`src/rtl/fifo_pkg.sv`:
```
// Pointer helpers shared by the read- and write-side FIFO controllers.
package fifo_pkg;

  function automatic int PTR_W(input int addr_width);
    return addr_width + 1;
  endfunction

  function automatic logic [31:0] bin2gray(input logic [31:0] b);
    return b ^ (b >> 1);
  endfunction

  // XOR prefix from the MSB; zero-extended inputs convert correctly.
  function automatic logic [31:0] gray2bin(input logic [31:0] g);
    logic [31:0] b;
    b[31] = g[31];
    for (int i = 30; i >= 0; i--) begin
      b[i] = b[i+1] ^ g[i];
    end
    return b;
  endfunction

endpackage

```
`src/rtl/ptr_sync.sv`:
```
// Multi-flop synchroniser for a Gray-coded pointer crossing into this clock domain.
module ptr_sync #(
  parameter int WIDTH  = 6,
  parameter int STAGES = 2
) (
  input  logic             clk,
  input  logic             reset,
  input  logic [WIDTH-1:0] d,
  output logic [WIDTH-1:0] q
);

  logic [WIDTH-1:0] sync_reg [STAGES];

  genvar gi;
  generate
    for (gi = 0; gi < STAGES; gi++) begin : g_stage
      always_ff @(posedge clk or posedge reset) begin
        if (reset) begin
          sync_reg[gi] <= '0;
        end else if (gi == 0) begin
          sync_reg[gi] <= d;
        end else begin
          sync_reg[gi] <= sync_reg[(gi == 0) ? 0 : gi-1];
        end
      end
    end
  endgenerate

  assign q = sync_reg[STAGES-1];

endmodule

```
`src/rtl/fifo_read_ctrl.sv`:
```
// Read-side pointer/status controller of the dual-clock FIFO.
module fifo_read_ctrl
  import fifo_pkg::*;
#(
  parameter int ADDR_WIDTH    = 5,
  parameter int SYNC_STAGES   = 2,
  parameter int AEMPTY_THRESH = 4
) (
  input  logic                  r_clk,
  input  logic                  reset,
  input  logic                  r_en,
  input  logic [ADDR_WIDTH:0]   w_gray_ptr,
  output logic [ADDR_WIDTH-1:0] r_address,
  output logic [ADDR_WIDTH:0]   r_ptr,
  output logic                  r_empty,
  output logic                  r_almost_empty,
  output logic [ADDR_WIDTH:0]   r_level,
  output logic                  r_underflow
);

  localparam int PW = PTR_W(ADDR_WIDTH);
  localparam logic [PW-1:0] AE_THRESH = PW'(AEMPTY_THRESH);

  logic [PW-1:0] wq_gray;
  logic [PW-1:0] wq_bin;
  logic [PW-1:0] r_bin;
  logic [PW-1:0] bin_next;
  logic [PW-1:0] gray_next;
  logic [PW-1:0] level_next;
  logic          rd_fire;

  ptr_sync #(
    .WIDTH  (PW),
    .STAGES (SYNC_STAGES)
  ) u_wptr_sync (
    .clk   (r_clk),
    .reset (reset),
    .d     (w_gray_ptr),
    .q     (wq_gray)
  );

  always_comb begin
    wq_bin     = PW'(gray2bin(32'(wq_gray)));
    rd_fire    = r_en & ~r_empty;
    bin_next   = r_bin + PW'(rd_fire);
    gray_next  = PW'(bin2gray(32'(bin_next)));
    level_next = wq_bin - bin_next;
  end

  // Flags are computed from the post-read pointer so a read is reflected on the same edge.
  always_ff @(posedge r_clk or posedge reset) begin
    if (reset) begin
      r_bin          <= '0;
      r_ptr          <= '0;
      r_level        <= '0;
      r_empty        <= 1'b1;
      r_almost_empty <= 1'b1;
      r_underflow    <= 1'b0;
    end else begin
      r_bin          <= bin_next;
      r_ptr          <= gray_next;
      r_level        <= level_next;
      r_empty        <= (gray_next == wq_gray);
      r_almost_empty <= (level_next <= AE_THRESH);
      r_underflow    <= r_underflow | (r_en & r_empty);
    end
  end

  assign r_address = r_bin[ADDR_WIDTH-1:0];

endmodule

```
`config.mk`:
```
export PLATFORM = sky130hd
export DESIGN_NAME = fifo_read_ctrl
export DESIGN_NICKNAME = d
export VERILOG_FILES = /design/src/rtl/fifo_pkg.sv /design/src/rtl/ptr_sync.sv /design/src/rtl/fifo_read_ctrl.sv
export SDC_FILE = /design/constraint.sdc
export NUM_CORES = 1
export LEC_CHECK = 0
export CAP_MARGIN = 20
export CORE_ASPECT_RATIO = 1.1
export CORE_MARGIN = 1
export CORE_UTILIZATION = 50
export DETAILED_ROUTE_END_ITERATION = 10
export MAX_ROUTING_LAYER = met4
export PLACE_DENSITY = 0.78
export SLEW_MARGIN = 10
export SYNTH_ARGS = -nofsm -noshare
export SYNTH_HDL_FRONTEND = slang
export SYNTH_HIERARCHICAL = 1
export SYNTH_SLANG_ARGS = --single-unit
```
`constraint.sdc`:
```
create_clock -name r_clk -period 4.02 [get_ports r_clk]
set_input_delay 1.005 -clock r_clk [delete_from_list [all_inputs] [get_ports r_clk]]
set_output_delay 1.005 -clock r_clk [all_outputs]
set_load 0.05 [all_outputs]
```
==> flow_metrics.tcl <==
set metrics [dict create \
    area_growth_syn_to_layout_pct 23.75 \
    row_count 20 \
    synth_top_area_frac 0.5089 \
    ys_ff_latch 32 \
    gp_congestion 0.8356 \
    fin_crit_ns 3.419 \
    rr_worst_depth 10 \
    ctsHoldBuffers 0 \
    mostFrequentLayoutCells "dfrtp_1 (30), clkdlybuf4s50_1 (28), inv_1 (13), xnor2_1 (13), xor2_1 (12)" \
    slew_headroom 0.5090 \
    cts_tree "yes" \
    core_area_um2 2778 \
    critPathRequiredTime_ns 4.25 \
    grt_pass1_vias 886 \
    dieArea_um2 3172 \
    final_common_cell "dfrtp_1" \
    hold_depth 0 \
    yosys_most_used_dff "dfrtp_1" \
    drive_gt1_frac 0.1118 \
    grt_max_degree 21 \
    hold_path.class "flip-flop to flip-flop" \
    start_util 0.5311 \
    cts_sinks 32 \
    holdPathEnd "u_wptr_sync/q[0]$_DFF_PP0_" \
    clock_path_buffers 2 \
    die_h_um 58.97 \
    post-route-period-util 0.8505 \
    vias_per_cell 4.843 \
    fin_skew_ns 0.007060 \
    yosys_warnings 6 \
    finalSetupTns_ns 0 \
    netlist_area_um2 1475 \
    synthTopCellsByArea "dfrtp_1 (51%), xnor2_1 (7.7%), xor2_1 (7.1%)" \
    final_net_count 167 \
    drv_cap 0 \
    dr.first_iter.drc_count 25 \
    pin_count 29 \
    clk_pin_slew_worst_paths_ns 0.08 \
    timing.hold.ws_ns 0.3581 \
    seq_area_frac_synth 0.5445 \
    finalHoldViolCount 0 \
    cts.repair.resized 0 \
    status "complete, no violations" \
    antenna_found_initial 0 \
    fin_util 0.6572 \
    worstSetupPathType "primary input to flip-flop" \
    dp_hpwl_um 1804 \
    port_buffers 28 \
    finalSetupViolCount 0 \
    drc 0 \
    insertion_delay_ns 0.33 \
    post_cts_buffers 0 \
    drt-total-wl_um 2238 \
    synth_fp_nets 138 \
    grt-ovfl-total 0 \
    min-delay-start "u_wptr_sync/sync_reg[6]$_DFF_PP0_" \
    r2r-start "u_wptr_sync/q[5]$_DFF_PP0_" \
    insertedDiodeCount 0 \
    worstSetupEndpointType "flip-flop" \
    antenna_left 0 \
    wl_per_cell_um 12.10 \
    grt_pass1_wl_um 3877 \
    synthCells 122 \
    drtPass1Iterations 4 \
    fmax_mhz 292.5 \
    finalMaxSlewViolations 0 \
    place_ws_ns 0.2604 \
    r2r-end "r_almost_empty$_DFF_PP1_" \
    n_fill_cell 230 \
    die_x_um 53.79 \
    worstMarginPinSlew_ns 0.7356 \
    htreeDepth 2 \
    synth_area_leader_cell "dfrtp_1" \
    ys_types 31 \
    synth_enable_flop_cells 0 \
    syn_area_per_cell_um2 12.09 \
    cp_max_fo 6 \
    grt_usage 0.1852 \
    critPathArrivalTime_ns 3.65 \
    fin_ws_ns 0.6012 \
    cts_buffers 5 \
    vias 896 \
    r2r_setup_slack_ns 0.82 \
    rsz0062_at_grt "false" \
    worstSetupStartpointType "primary input" \
    async_flop_share 1.000 \
    cts-root-buf "clkbuf_4" \
]
## metrics by stage
| step | cell area [µm²] | std cells |
|---|---|---|
| floorplan | 1475 | 122 |
| global placement | 1757 | 177 |
| detailed placement | 1757 | 177 |
| CTS | 1826 | 185 |
| global route | 1826 | 185 |
| finish | 1826 | 185 |
## cell usage after synthesis, types with 2 or more instances
cell type  instances
dfrtp_1           30
inv_1             13
buf_2              2
xor2_1            12
a21oi_1            3
nand2_1            6
nor3_1             4
buf_4              6
xnor2_1           13
nand3_1            3
dfstp_2            2
ha_1               6
xnor2_2            2
nor2_1             3
## logic make-up after synthesis
group,Yosys count,share of synthesized area
and+or+nand+nor,20,0.06786
muxes,1,0.006786
xor gates and xnor gates,28,0.1815
DFF,32,0.5445
AOI/OAI and AO/OA,11,0.05005
buffers and inverters,21,0.07040
adders and majority gates,9,0.07888
## layout make-up
class,count,area [µm²],share of cell area
clock buffers,8,68.82,0.03770
inverters,13,48.80,0.02673
multi-input cells,69,568.0,0.3112
flip-flops and latches,32,803.3,0.4400
well taps,33,41.29,0.02262
repair buffers,30,295.3,0.1618
## worst max-delay path by stage
stage / endpoint / slack, ns / from / depth (start not counted)
2_1_floorplan: r_almost_empty$_DFF_PP1_ / 0.89 / r_en / 8
3_3_place_gp: r_almost_empty$_DFF_PP1_ / 0.38 / r_en / 9
3_5_place_dp: r_almost_empty$_DFF_PP1_ / 0.26 / r_en / 9
4_1_cts: r_almost_empty$_DFF_PP1_ / 0.60 / r_en / 9
5_1_grt: r_almost_empty$_DFF_PP1_ / 0.46 / r_en / 9
6_report: r_almost_empty$_DFF_PP1_ / 0.60 / r_en / 9
## critical path, stage by stage
cell and delay (ns):
clkdlybuf4s50_1 0.47, nor2b_1 0.16, ha_1 0.21, ha_1 0.32, fa_1 0.55, maj3_1 0.39, o21bai_1 0.16, xor2_1 0.11
nor4_2 0.27
## metal layers
metal  GRT usage  vias to the layer above  wire, µm  share of wire
li1            -                      441         -              -
met1      0.2047                      423       896           0.40
met2      0.2875                       25      1170           0.52
met3     0.07692                        7       118          0.053
met4     0.08271                        0        53          0.024
met5           -                        -         0              0
Power is left out: the tool's default activity adds up to more than one toggle a clock period on the data nets, which glitch-free logic cannot reach.
